## config.mk

```make
export PLATFORM = sky130hd
export DESIGN_NAME = seq_mul_div_unit
export DESIGN_NICKNAME = d
export VERILOG_FILES = /design/src/rtl/seq_mul_div_unit.sv
export SDC_FILE = /design/constraint.sdc
export NUM_CORES = 1
export LEC_CHECK = 0
export ABC_AREA = 1
export BUFFER_PORTS_ARGS = -buffer_cell sky130_fd_sc_hd__buf_2
export CAP_MARGIN = 20
export CORE_AREA = 4 4 176 110
export DETAILED_ROUTE_END_ITERATION = 10
export DIE_AREA = 0 0 180 114
export SYNTH_ARGS = -nofsm -noshare
export SYNTH_HDL_FRONTEND = slang
export SYNTH_SLANG_ARGS = --single-unit
```

## constraint.sdc

```tcl
create_clock -name clk -period 2.3 [get_ports clk]
set_input_delay 0.115 -clock clk [delete_from_list [all_inputs] [get_ports clk]]
set_output_delay 0.115 -clock clk [all_outputs]
set_load 0.02 [all_outputs]
```

## src/rtl/seq_mul_div_unit.sv

```systemverilog
// seq_mul_div_unit: serial-load sequential multiply / restoring divide,
// signed or unsigned, with remainder, divide-by-zero and overflow flags.
//
// Ports:
//   clk, reset (async, active-low)
//   load/Data  : first load -> A, second load -> B (stored = 1)
//   start      : begin op (0 mul, 1 div) with sign (0 unsigned, 1 signed)
//   Result     : mul = product, div = {remainder, quotient}
//   ready/busy : result valid / operation in progress
//   div_by_zero, overflow : flags of the last operation
module seq_mul_div_unit #(
  parameter int WORD_LENGTH = 9
) (
  input  logic                       clk,
  input  logic                       reset,
  input  logic                       load,
  input  logic                       start,
  input  logic                       op,
  input  logic                       sign,
  input  logic [WORD_LENGTH-1:0]     Data,
  output logic                       ready,
  output logic                       busy,
  output logic [2*WORD_LENGTH-1:0]   Result,
  output logic                       stored,
  output logic                       div_by_zero,
  output logic                       overflow
);

  localparam int W = WORD_LENGTH;
  localparam logic [W-1:0] LAST = W'(W - 1);
  localparam logic [W-1:0] MIN = {1'b1, {(W-1){1'b0}}};

  typedef enum logic [1:0] {IDLE, CALC, FIX, DONE} state_t;

  state_t state, state_nx;

  logic [W-1:0]   a, b;
  logic           have_a;
  logic [W-1:0]   mag_a, mag_b;
  logic [W-1:0]   iter;
  logic           op_r;
  logic           neg_q, neg_r;
  logic           dz_r, ovf_r;
  logic [2*W-1:0] acc;

  logic           idle_ok, load_acc, start_acc, last;
  logic [W-1:0]   ma_in, mb_in;
  logic [W:0]     madd, shl;
  logic [W+1:0]   diff;
  logic [2*W-1:0] acc_mul, acc_div;
  logic [2*W-1:0] p_fix, fix_res;
  logic [W-1:0]   q_fix, r_fix;

  assign idle_ok   = (state == IDLE) || (state == DONE);
  assign load_acc  = load && idle_ok;
  assign start_acc = start && idle_ok && stored && !load;
  assign last      = (iter == LAST);
  assign busy      = (state == CALC) || (state == FIX);

  assign ma_in = (sign && a[W-1]) ? -a : a;
  assign mb_in = (sign && b[W-1]) ? -b : b;

  // Shift-add: low half holds the multiplier, consumed LSB first.
  assign madd    = {1'b0, acc[2*W-1:W]}
                 + (acc[0] ? {1'b0, mag_a} : {(W+1){1'b0}});
  assign acc_mul = {madd, acc[W-1:1]};

  // Restoring divide: high half is the partial remainder, low half
  // shifts dividend bits out and quotient bits in.
  assign shl     = {acc[2*W-1:W], acc[W-1]};
  assign diff    = {1'b0, shl} - {2'b00, mag_b};
  assign acc_div = {diff[W+1] ? shl[W-1:0] : diff[W-1:0],
                    acc[W-2:0], ~diff[W+1]};

  assign p_fix = neg_q ? -acc : acc;
  assign q_fix = neg_q ? -acc[W-1:0] : acc[W-1:0];
  assign r_fix = neg_r ? -acc[2*W-1:W] : acc[2*W-1:W];

  always_comb begin
    fix_res = p_fix;
    if (dz_r)
      fix_res = '1;
    else if (op_r)
      fix_res = {r_fix, q_fix};
  end

  always_ff @(posedge clk or negedge reset) begin
    if (!reset)
      state <= IDLE;
    else
      state <= state_nx;
  end

  // A divide by zero spends one cycle in CALC without iterating.
  always_comb begin
    state_nx = state;
    unique case (state)
      IDLE, DONE: begin
        if (load_acc)
          state_nx = IDLE;
        else if (start_acc)
          state_nx = CALC;
      end
      CALC: if (dz_r || last) state_nx = FIX;
      FIX:  state_nx = DONE;
      default: state_nx = IDLE;
    endcase
  end

  always_ff @(posedge clk or negedge reset) begin
    if (!reset) begin
      a           <= '0;
      b           <= '0;
      have_a      <= 1'b0;
      stored      <= 1'b0;
      mag_a       <= '0;
      mag_b       <= '0;
      iter        <= '0;
      op_r        <= 1'b0;
      neg_q       <= 1'b0;
      neg_r       <= 1'b0;
      dz_r        <= 1'b0;
      ovf_r       <= 1'b0;
      acc         <= '0;
      Result      <= '0;
      ready       <= 1'b0;
      div_by_zero <= 1'b0;
      overflow    <= 1'b0;
    end else if (load_acc) begin
      if (!have_a || stored) begin
        a      <= Data;
        have_a <= 1'b1;
        stored <= 1'b0;
      end else begin
        b      <= Data;
        stored <= 1'b1;
      end
      ready       <= 1'b0;
      div_by_zero <= 1'b0;
      overflow    <= 1'b0;
    end else if (start_acc) begin
      op_r        <= op;
      neg_q       <= sign && (a[W-1] ^ b[W-1]);
      neg_r       <= sign && a[W-1];
      mag_a       <= ma_in;
      mag_b       <= mb_in;
      acc         <= op ? {{W{1'b0}}, ma_in}
                        : {{W{1'b0}}, mb_in};
      dz_r        <= op && (b == '0);
      ovf_r       <= op && sign && (a == MIN) && (b == '1);
      iter        <= '0;
      ready       <= 1'b0;
      div_by_zero <= 1'b0;
      overflow    <= 1'b0;
    end else begin
      unique case (state)
        CALC: begin
          iter <= iter + 1'b1;
          acc  <= op_r ? acc_div : acc_mul;
        end
        FIX: begin
          Result      <= fix_res;
          ready       <= 1'b1;
          div_by_zero <= dz_r;
          overflow    <= ovf_r;
        end
        default: ;
      endcase
    end
  end

endmodule

```

==> impl_results.rst <==
.. list-table::
   :header-rows: 1

   * - Metric
     - Value
   * - Status
     - completed
   * - Basic-gate share of the synthesized area counting and, or, nand and nor cells
     - about a third
   * - Most area-consuming cells after synthesis
     - sky130_fd_sc_hd__dfrtp_1 38%, sky130_fd_sc_hd__nand2_1 16%, sky130_fd_sc_hd__inv_1 8.4%, sky130_fd_sc_hd__nand3_1 6.0%, sky130_fd_sc_hd__ha_1 5.9%
   * - Synthesis-stage register bit count
     - a little over 90
   * - Fmax
     - slightly below 0.5 GHz
   * - Area taken by flip-flops and latches
     - 2330 sq um
   * - Post-Layout Cell Count
     - about 1200
   * - Largest fanout of any net on the critical path
     - 24
   * - Share of the synthesized area in the top cell type
     - approximately 38%
   * - Number of core rows
     - 38
   * - Initial antenna violation count
     - 0
   * - Clk_skew
     - 0.00714 ns
   * - Number of flops mapped to enable cells by yosys
     - 0
   * - Buffers added on ports
     - 37
   * - Placer Congestion
     - a little under 0.9
   * - RSZ-0062 raised after global routing
     - no
   * - Number of global-route vias before repair
     - about 5400
   * - Overall routing resource usage
     - 17.4%
   * - Data arrival time of the critical path
     - 2.34 ns
   * - Setup TNS
     - 0 ns
   * - Top cell type by total area after synthesis
     - sky130_fd_sc_hd__dfrtp_1
   * - DIE HEIGHT
     - 114 microns
   * - Cell at the root of the clock tree
     - sky130_fd_sc_hd__clkbuf_16
   * - Net count reported at finish
     - 990
   * - I/O pin count
     - 38
   * - Share of synthesized area spent on multiplexers
     - 0%
   * - List of cells traversed by the critical path
     - inv_1 > ha_1 > nand4_2 > buf_12 > nor2_2 > nand2_1 > o211ai_1 > nor2_1 > a21oi_1
   * - Fraction of registers with async set or reset after synthesis
     - 100%
   * - Xor/xnor cell area share of the yosys netlist
     - 1.43%
   * - Clock transition at the registers of the reported paths
     - 0.07 ns
   * - Post-route cell area
     - between 7000 and 8000 sq um
   * - Cell total after placement
     - 1172
   * - Total wire length after detailed routing
     - 17.2 mm
   * - CP Launch Type
     - flip-flop
   * - Total vias in the final route
     - 5829
   * - CTS tree
     - built
   * - Count of unresolved DRC violations after routing
     - 0
   * - Vias per Instance
     - between 4 and 5
   * - Max capacitance violation total
     - 0
   * - Max-slew violation count
     - 0
   * - Required time worst endpoint
     - 2.57 ns
   * - Post-synth top flop
     - sky130_fd_sc_hd__dfrtp_1
   * - Hold violation count in the final report
     - 0
   * - Share of synthesized area occupied by flip-flops and latches
     - between 30% and 40%
   * - Synth warnings
     - 0
   * - P_leak
     - approximately 3.6 nW
   * - Net count after synthesis
     - around 940
   * - Hold WC Path Type
     - in -> reg
   * - Power Total
     - 0.0107 W
   * - TritonCTS sink count
     - 93
   * - H-tree depth
     - 3
   * - Ratio of cells with drive above 1 in the final layout
     - between 10% and 20%
   * - Initial cell density of the core
     - 34.6%
   * - P per Cell Area
     - 1520 nW/um^2
   * - Number of violations reported at the end of detailed-routing iteration 0
     - around 520
   * - TritonCTS buffer count
     - 9
   * - Worst slew margin relative to its limit
     - 63.3%
   * - Estimated wirelength of the detail-placed design
     - 13.3 mm
   * - Critical Path End Type
     - flip-flop
   * - Dominant combinational cell family by area after synthesis
     - simple AND/OR/NAND/NOR gates
   * - Classification of the worst setup path
     - reg -> reg
   * - Number of different library cells in the post-synthesis netlist
     - 38
   * - Die area
     - 20500 sq um
   * - Diode insertion count for antenna repair
     - 0
   * - Drt first pass iters
     - 5
   * - Antenna Violating Nets Remaining
     - 0
   * - CP top delay family
     - simple AND/OR/NAND/NOR gates
   * - FILL cells
     - around 1900
   * - Die width
     - 180 microns
   * - Std-Cell Core Area
     - about 18000 sq um
   * - Setup violations, final
     - 0
   * - Compound-Gate Fraction of Synth Area
     - 12.0%
   * - Maximum number of pins on one net before global-route repair
     - 41
   * - Clock latency on the worst-skew pair
     - 0.34 ns
   * - Combined area of the multi-input logic cells
     - between 3000 and 4000 sq um
   * - Number of setup buffers added after CTS
     - 0
   * - Measured slew at the worst slew-check pin
     - 0.550 ns
   * - Cell with the largest stage delay on the worst path
     - sky130_fd_sc_hd__ha_1
   * - Most used standard cell by instance count after synthesis
     - sky130_fd_sc_hd__nand2_1
   * - Combined area of all synthesized cells
     - 6140 sq um
   * - Crit share post-route
     - roughly nine tenths
   * - Utilization after layout
     - about 40%
   * - Largest vdd supply drop
     - 0.572 mV
   * - Mean Syn Cell Area
     - 6.90 sq um
   * - Area delta synth->final
     - 14.9%
   * - Number of buffers and inverters on the critical path
     - 2
   * - Routed wire per std cell
     - 14.5 microns
   * - Worst-case register-to-register setup slack
     - roughly 0.23 ns
   * - Total global routing overflow
     - 0
   * - Area of placed instances
     - ~6800 sq um
   * - Share of synthesized cell area in full adder, half adder and majority cells
     - 6.56%
   * - Maximum count of clock buffers along a single path
     - 2
   * - Cell count after synthesis
     - 890
   * - Most instantiated cells after synthesis
     - 261 x sky130_fd_sc_hd__nand2_1, 138 x sky130_fd_sc_hd__inv_1, 93 x sky130_fd_sc_hd__dfrtp_1, 78 x sky130_fd_sc_hd__nor2_1, 73 x sky130_fd_sc_hd__nand3_1
   * - Delay contributed by the slowest stage of the critical path
     - 0.40 ns
   * - Post-route minimum period
     - 2.07 ns
   * - First-pass GRT wire length
     - slightly below 30 mm
==> worst register-to-register path: stages, from the launching register on <==
cell                       delay, ns
sky130_fd_sc_hd__dfrtp_1        0.38
sky130_fd_sc_hd__inv_1          0.05
sky130_fd_sc_hd__ha_1           0.40
sky130_fd_sc_hd__nand4_2        0.22
sky130_fd_sc_hd__buf_12         0.22
sky130_fd_sc_hd__nor2_2         0.34
sky130_fd_sc_hd__nand2_1        0.12
sky130_fd_sc_hd__o211ai_1       0.11
sky130_fd_sc_hd__nor2_1         0.06
sky130_fd_sc_hd__a21oi_1        0.11
==> area by class of cell <==
type	count	share of cell area [%]
multi-input combinational	633	45.2
sequential	93	33.0
inverter	143	7.63
timing repair buffer	64	5.93
tap	240	4.26
clock buffer	12	3.64
clock inverter	3	0.302
==> worst paths after layout <==
check                               start         to  cells past startpoint
worst min register to register  Result[2]  Result[2]                      2
min in group asynchronous           reset    iter[6]                      2
max in group asynchronous           reset     acc[3]                      3
worst max-delay path             state[0]     acc[1]                      9
worst max register to register   state[0]     acc[1]                      9
worst min-delay path              Data[8]       b[8]                      3
==> kinds of logic after synthesis <==
logic type | count (synthesis)
AOI/OAI and AO/OA | 134
and+or+nand+nor | 458
adders and majority gates | 31
DFF | 93
xor gates and xnor gates | 10
buffers and inverters | 164
==> where the power goes <==
part | internal (W) | switching [W] | leakage, nW
clock | 0.000787 | 0.000638 | 0.135
sequential | 0.00236 | 0.000665 | 1.13
combinational | 0.00219 | 0.00409 | 2.38
total | 0.00534 | 0.00539 | 3.65
==> placed cells by master (no fill, tap or decap), types with 2 or more instances in the layout <==
cell type                   instances
sky130_fd_sc_hd__buf_12             2
sky130_fd_sc_hd__dfrtp_1           92
sky130_fd_sc_hd__clkbuf_16          9
sky130_fd_sc_hd__nand3_2            3
sky130_fd_sc_hd__nand4_1           16
sky130_fd_sc_hd__o21ai_0           66
sky130_fd_sc_hd__nor2_2             5
sky130_fd_sc_hd__buf_2             36
sky130_fd_sc_hd__nand2_2            3
sky130_fd_sc_hd__inv_1            138
sky130_fd_sc_hd__o211ai_1           2
sky130_fd_sc_hd__nand3b_1           6
sky130_fd_sc_hd__fa_1               2
sky130_fd_sc_hd__ha_1              29
sky130_fd_sc_hd__o21ai_1           10
sky130_fd_sc_hd__buf_4             25
sky130_fd_sc_hd__a22oi_1            5
sky130_fd_sc_hd__nand2_1          261
sky130_fd_sc_hd__inv_2              3
sky130_fd_sc_hd__nor3_1             5
sky130_fd_sc_hd__xor2_1             9
sky130_fd_sc_hd__nand3_1           73
sky130_fd_sc_hd__or2_2              4
sky130_fd_sc_hd__clkbuf_8           2
sky130_fd_sc_hd__nor2_1            78
sky130_fd_sc_hd__a21oi_1           28
sky130_fd_sc_hd__clkinv_2           2
sky130_fd_sc_hd__a31oi_1            9
sky130_fd_sc_hd__o22ai_1            8
==> sequential cells by signal, summed over array words and instances (netlist names) <==
name,cells
state,2
a,9
dz_r,1
Result,18
stored,1
overflow,1
neg_q,1
ready,1
neg_r,1
have_a,1
op_r,1
acc,18
ovf_r,1
b,9
div_by_zero,1
mag_b,9
mag_a,9
iter,9
==> routing by layer <==
layer | up-vias | GRT usage, % | routed length (microns)
met5 | - | 0 | 0
met4 | 0 | 2.28 | 97
li1 | 2960 | - | -
met3 | 9 | 3.63 | 1260
met1 | 2691 | 29.2 | 9490
met2 | 169 | 22.8 | 6340
==> per-stage QoR <==
step / setup WS (ns) / hold slack (ns)
floorplan: 0.310 / -0.181
global placement: 0.252 / 0.0621
detailed placement: 0.199 / 0.0653
CTS: 0.182 / 0.0235
global route: 0.00958 / 0.0296
finish: 0.228 / 0.0328
==> what timing repair did <==
item | 4_1_cts | 5_1_grt
hold buffers | 1 | 0
setup endpoints to repair | 0 | 3
hold endpoints to repair | 24 | 0
resized for setup | 0 | 2
No activity file was read; power rests on OpenSTA's default activity.
